### config.mk
export PLATFORM = sky130hd
export DESIGN_NAME = spi_master
export DESIGN_NICKNAME = d
export VERILOG_FILES = /design/src/rtl/spi_pkg.sv /design/src/rtl/spi_clk_tick.sv /design/src/rtl/spi_master.sv
export SDC_FILE = /design/constraint.sdc
export NUM_CORES = 1
export LEC_CHECK = 0
export CELL_PAD_IN_SITES_DETAIL_PLACEMENT = 1
export CELL_PAD_IN_SITES_GLOBAL_PLACEMENT = 1
export CORE_MARGIN = 8
export CORE_UTILIZATION = 46
export CTS_CLUSTER_SIZE = 25
export DETAILED_ROUTE_END_ITERATION = 10
export PLACE_DENSITY_LB_ADDON = 0.1
export SLEW_MARGIN = 20
export SYNTH_ARGS = -nofsm -noshare
export SYNTH_HDL_FRONTEND = slang
export SYNTH_SLANG_ARGS = --single-unit
### constraint.sdc
create_clock -name clk -period 6.5 [get_ports clk]
set_clock_uncertainty 0.1 [all_clocks]
set_input_delay 1.3 -clock clk [delete_from_list [all_inputs] [get_ports clk]]
set_output_delay 1.3 -clock clk [all_outputs]
set_load 0.1 [all_outputs]
### src/rtl/spi_pkg.sv
`default_nettype none
// ============================================================================
// Module      : spi_pkg
// Description : Shared definitions for the SPI initiator and the SPI target.
//               Holds the frame state encoding, default widths and the fixed
//               clock polarity/phase of the link (mode 0).
// Revision    : 1.0 - initial release
// ============================================================================
package spi_pkg;

    // Default frame length in bits and default width of the divider input.
    localparam int SPI_DATA_W_DEF = 8;
    localparam int SPI_DIV_W_DEF  = 8;

    // The link runs in mode 0 only: SCLK idles low, data is sampled on the
    // rising edge and changed on the falling edge.
    localparam logic SPI_CPOL = 1'b0;
    localparam logic SPI_CPHA = 1'b0;

    // Frame sequencing states shared by initiator and target.
    typedef enum logic [2:0] {
        IDLE  = 3'd0,   // waiting for a frame request
        SETUP = 3'd1,   // cs_n low, first bit on mosi, sclk still low
        HIGH  = 3'd2,   // sclk high phase, miso captured on entry
        LOW   = 3'd3,   // sclk low phase, mosi advanced on entry
        HOLD  = 3'd4,   // cs_n hold time after the last high phase
        DONE  = 3'd5    // one-cycle completion, cs_n released
    } spi_state_e;

endpackage : spi_pkg
`default_nettype wire

### src/rtl/spi_clk_tick.sv
`default_nettype none
// ============================================================================
// Module      : spi_clk_tick
// Description : Loadable down-counter that produces the SCLK half-period
//               timebase. After a load with value div, tick is high once
//               every div+1 clk cycles, the first tick arriving div+1 cycles
//               after the load.
// Ports       : clk   - system clock
//               rst_n - asynchronous active-low reset
//               load  - restart the count and capture div as reload value
//               div   - half-period minus one, in clk cycles
//               tick  - high during the last cycle of each half-period
// Revision    : 1.0 - initial release
// ============================================================================
module spi_clk_tick
    import spi_pkg::*;
#(
    parameter int DIV_W = SPI_DIV_W_DEF
) (
    input  logic             clk,
    input  logic             rst_n,
    input  logic             load,
    input  logic [DIV_W-1:0] div,
    output logic             tick
);

    logic [DIV_W-1:0] r_cnt;
    logic [DIV_W-1:0] r_reload;

    // The reload value is captured here so a later change of div on the
    // input has no influence on a running frame.
    always_ff @(posedge clk or negedge rst_n) begin
        if (!rst_n) begin
            r_cnt    <= '0;
            r_reload <= '0;
        end else if (load) begin
            r_cnt    <= div;
            r_reload <= div;
        end else if (r_cnt == '0) begin
            r_cnt    <= r_reload;
        end else begin
            r_cnt    <= r_cnt - 1'b1;
        end
    end

    // A load restarts the period, so the boundary of the old count is
    // suppressed in that cycle.
    assign tick = (r_cnt == '0) && !load;

endmodule : spi_clk_tick
`default_nettype wire

### src/rtl/spi_master.sv
`default_nettype none
// ============================================================================
// Module      : spi_master
// Description : SPI mode-0 initiator, MSB first, single chip select, full
//               duplex fixed-length frames started by a start/busy/done
//               handshake. Each SCLK half-period lasts clk_div+1 clk cycles.
//               Frame: SETUP, then DATA_W HIGH phases separated by LOW
//               phases, then HOLD, all H cycles long, then one DONE cycle.
// Ports       : clk     - system clock
//               rst_n   - asynchronous active-low reset
//               start   - frame request, accepted only in IDLE
//               tx_data - frame to transmit, latched on accept
//               clk_div - half-period minus one, latched on accept
//               busy    - high from the cycle after accept until done
//               done    - one-cycle completion pulse
//               rx_data - received frame, updated with done
//               sclk    - SPI clock
//               mosi    - serial data out
//               miso    - serial data in (sampled without synchronizer)
//               cs_n    - active-low chip select
// Revision    : 1.0 - initial release
// ============================================================================
module spi_master
    import spi_pkg::*;
#(
    parameter int DATA_W = SPI_DATA_W_DEF,
    parameter int DIV_W  = SPI_DIV_W_DEF
) (
    input  logic              clk,
    input  logic              rst_n,
    input  logic              start,
    input  logic [DATA_W-1:0] tx_data,
    input  logic [DIV_W-1:0]  clk_div,
    output logic              busy,
    output logic              done,
    output logic [DATA_W-1:0] rx_data,
    output logic              sclk,
    output logic              mosi,
    input  logic              miso,
    output logic              cs_n
);

    // Bit counter must be able to hold the value DATA_W itself.
    localparam int c_BIT_W = $clog2(DATA_W + 1);

    spi_state_e          r_state;
    logic [DATA_W-1:0]   r_tx_shift;
    logic [DATA_W-1:0]   r_rx_shift;
    logic [c_BIT_W-1:0]  r_bit_cnt;

    logic                w_accept;
    logic                w_tick;

    // Requests are only looked at in IDLE; anything arriving in another
    // state is dropped rather than queued.
    assign w_accept = (r_state == IDLE) && start;

    spi_clk_tick #(
        .DIV_W (DIV_W)
    ) u_clk_tick (
        .clk   (clk),
        .rst_n (rst_n),
        .load  (w_accept),
        .div   (clk_div),
        .tick  (w_tick)
    );

    // Single sequential FSM; every output is a flop updated on the same
    // edge as the state change it belongs to.
    always_ff @(posedge clk or negedge rst_n) begin
        if (!rst_n) begin
            r_state    <= IDLE;
            r_tx_shift <= '0;
            r_rx_shift <= '0;
            r_bit_cnt  <= '0;
            busy       <= 1'b0;
            done       <= 1'b0;
            rx_data    <= '0;
            sclk       <= SPI_CPOL;
            mosi       <= 1'b0;
            cs_n       <= 1'b1;
        end else begin
            done <= 1'b0;

            case (r_state)
                IDLE: begin
                    if (w_accept) begin
                        r_state    <= SETUP;
                        r_tx_shift <= tx_data;
                        r_bit_cnt  <= '0;
                        mosi       <= tx_data[DATA_W-1];
                        sclk       <= SPI_CPOL;
                        cs_n       <= 1'b0;
                        busy       <= 1'b1;
                    end
                end

                // SETUP and LOW both end with a rising SCLK edge, which is
                // where miso is captured and the bit is counted.
                SETUP, LOW: begin
                    if (w_tick) begin
                        r_state    <= HIGH;
                        sclk       <= ~SPI_CPOL;
                        r_rx_shift <= {r_rx_shift[DATA_W-2:0], miso};
                        r_bit_cnt  <= r_bit_cnt + 1'b1;
                    end
                end

                HIGH: begin
                    if (w_tick) begin
                        sclk <= SPI_CPOL;
                        if (r_bit_cnt == c_BIT_W'(DATA_W)) begin
                            // Last bit already on the wire: keep mosi
                            // stable through the hold time.
                            r_state <= HOLD;
                        end else begin
                            r_state    <= LOW;
                            mosi       <= r_tx_shift[DATA_W-2];
                            r_tx_shift <= r_tx_shift << 1;
                        end
                    end
                end

                HOLD: begin
                    if (w_tick) begin
                        r_state <= DONE;
                        cs_n    <= 1'b1;
                        busy    <= 1'b0;
                        done    <= 1'b1;
                        rx_data <= r_rx_shift;
                        mosi    <= 1'b0;
                    end
                end

                // One cycle with cs_n high before IDLE can accept again,
                // giving the minimum two-cycle deselect time.
                DONE: begin
                    r_state <= IDLE;
                end

                default: begin
                    r_state <= IDLE;
                    sclk    <= SPI_CPOL;
                    mosi    <= 1'b0;
                    cs_n    <= 1'b1;
                    busy    <= 1'b0;
                end
            endcase
        end
    end

endmodule : spi_master
`default_nettype wire

==> run metrics <==
Worst path top cell family by delay buffers and inverters; pwr/cell area 360.8 nW/um^2; hold_sp u_clk_tick.r_reload[7]$_DFFE_PN0P_; Max clock buf depth 2; outcome finished, final reports clean; met3 wire len approximately 190 um; M1 WL 2.388 mm; period utilization 0.5181; vias in the first global route 1,843; Place WS 3369 ps; Avg Cell Area, Syn 10.99 sq um; Async SR Flop Fraction 1.000; fin nets 278; required time of the critical path around 5000 ps; Leak 1.305 nW; Setup CP Type reg2out; Reg2Reg Setup Slack 4040 ps; CP Data Arrival Time about 2000 ps; cells along the critical path clkdlybuf4s50_1; worst slew pin tran between 900 and 1000 ps; Final Setup Violations 0; setup ws final between 3000 and 4000 ps; io pins 33; wire per inst 15.66 um; reg2reg end r_tx_shift[3]$_DFFE_PN0P_; initial core utilization 0.4769; 1st-iter DRT viols 59; Initial DRT Pass Iterations 4; area grow syn2layout 19.45%; first-pass GRT wire length 8.825 mm; RSZ-0062 raised after global routing no; final hold slack approximately 380 ps; hold_buf cts 0; Clock Sinks 51; Slew Viols, Final 0; Seq cells post-synth 51; worst r2r path cells 6; Netlist cell types about 40; placed insts 317; Placement Rows 26; CP Launch Point cs_n$_DFFE_PN1P_; post-CTS setup buffer count 0; Antenna Nets Post-Route 0; die area 7920 sq um; Mapped Area between 2000 and 2500 sq um; top post-synthesis cells by area dfrtp_1 (51%), mux2_2 (13%), nand2_1 (4.7%); crit path launch type flip-flop; detailed-routed wire length on met2 ~2.5 mm; vias per cell 5.342; H-tree depth 2; fin cells around 330; final hold violations 0; post-DP HPWL 3.565 mm; Hold WC Path Type reg2reg; chip height 89.00 um; worst-path maximum fanout 2; Global Route Usage Sum 0.1409; Largest stage delay, worst path 1120 ps; TritonCTS buffer count 5; GR Overflow Total 0; clk root buf clkbuf_8; number of max-cap violations 0; Max Fclk 296.9 MHz; Port Buffers 32; number of synthesized flops with an enable pin 0; syn nets 247; Remaining DRCs 0; Worst path slowest cell clkdlybuf4s50_1; register area share after synthesis 0.5212; setup_tns 0 ps; Pwr Total 0.001056 W; Critical path buffers and inverters 1; # diodes 0; Yosys top cell by area dfrtp_1; RePlAce Congestion 0.7328; Max-slew headroom 0.3430; layout cell share with drive strength beyond 1 0.1922; Mapped Cells 223; Ys Warns 0; Die X between 80 and 90 um; clock latency at the later pin of the worst-skew pair around 300 ps; routed wire length 5.090 mm; core area 5140 sq um; CTS tree yes; end point of the critical path cs_n; FF-to-FF Start u_clk_tick.r_cnt[0]$_DFF_PN0_; Post-CTS Resized 0; largest net degree at the start of global routing 52; Worst path depth 1; Post-synth top flop dfrtp_1; top cell type's share of synthesized area 0.5105; Tmin final 3368 ps; CP endpoint kind output port; clk slew on worst S/H paths about 100 ps; peak supply drop roughly 0.21 mV; initial antenna violation count 0; top layer in use met4; Vias 1,736
==> cells in the final DEF (no fill, tap or decap), drive strengths merged, types with 3 or more instances in the layout <==
master	count
clkdlybuf4s50	31
nand4	3
nor2	11
mux2	29
nor3	3
a21oi	11
ha	4
nand3	5
xor2	4
mux2i	5
nand2	31
clkbuf	6
o21ai	17
buf	3
dfrtp	50
inv	11
==> state kept, by name, indices dropped and copies added, names as in the netlist <==
name,flops
busy,1
cs_n,1
done,1
mosi,1
r_bit_cnt,4
r_rx_shift,8
r_state,3
r_tx_shift,7
rx_data,8
sclk,1
u_clk_tick.r_cnt,8
u_clk_tick.r_reload,8
==> where the power goes <==
part	switching (W)	internal (W)	total, W
sequential	0.0000984	0.000419	0.000518
clock	0.000109	0.0000871	0.000196
combinational	0.000189	0.000154	0.000343
==> through the flow <==
step | utilization | area [sq um]
2_1_floorplan | - | 2451
4_1_cts | 0.5696 | 2928
6_report | 0.5696 | 2928
3_5_place_dp | 0.5504 | 2829
3_3_place_gp | 0.5504 | 2829
5_1_grt | 0.5696 | 2928
==> tightest hold or removal path: cells and delay by family (launching register included) <==
| kind | cells | cell delay, ps |
|---|---|---|
| flops | 1 | 350 |
| simple gates | 2 | 110 |
==> worst min-delay path by stage <==
stage	end	slack, ps	cells past startpoint
detailed placement	u_clk_tick.r_reload[5]$_DFFE_PN0P_	360	2
CTS	u_clk_tick.r_reload[5]$_DFFE_PN0P_	390	2
global placement	u_clk_tick.r_reload[5]$_DFFE_PN0P_	360	2
global route	u_clk_tick.r_reload[5]$_DFFE_PN0P_	420	2
floorplan	u_clk_tick.r_reload[0]$_DFFE_PN0P_	340	2
finish	u_clk_tick.r_reload[7]$_DFFE_PN0P_	380	2
==> cell usage after synthesis (2+ instances only) <==
cell        n
ha_1        4
xor2_1      4
buf_2       2
nand4_1     2
inv_1      11
o21ai_0    17
nor2b_1     2
dfrtp_1    50
nand2_1    31
mux2i_1     5
nand3_1     4
nor3_1      3
mux2_2     29
nor2_1     10
o22ai_1     2
o2bb2ai_1   2
a31oi_1     2
o21a_1      2
clkbuf_1    7
a21oi_1    11
o31ai_1     2
and3_1      2
==> metal layers <==
layer	track usage	vias to the layer above
met5	0	-
met3	0.03125	6
li1	-	840
met4	0.03625	0
met1	0.1789	863
met2	0.2358	27
==> kinds of logic (layout without fill, tap and decap cells) <==
kind of cell               after synthesis  in the layout  share of synthesized area
AOI/OAI and AO/OA                       42             42                     0.1067
xor gates and xnor gates                 5              5                    0.01787
adders and majority gates                4              4                    0.02042
buffers and inverters                   21             53                    0.03318
DFF                                     51             51                     0.5212
muxes                                   34             34                     0.1536
and+or+nand+nor                         66             66                     0.1470
==> layout make-up <==
class / count / area, sq um
Clock buffer: 6 / 82.58
Clock inverter: 2 / 16.27
Fill cell: 585 / 2212
Inverter: 11 / 41.29
Multi-Input combinational cell: 151 / 1092
Sequential cell: 51 / 1277
Tap cell: 70 / 87.58
Timing Repair Buffer: 34 / 330.3
Note: power is estimated with default switching activity, not from simulation.
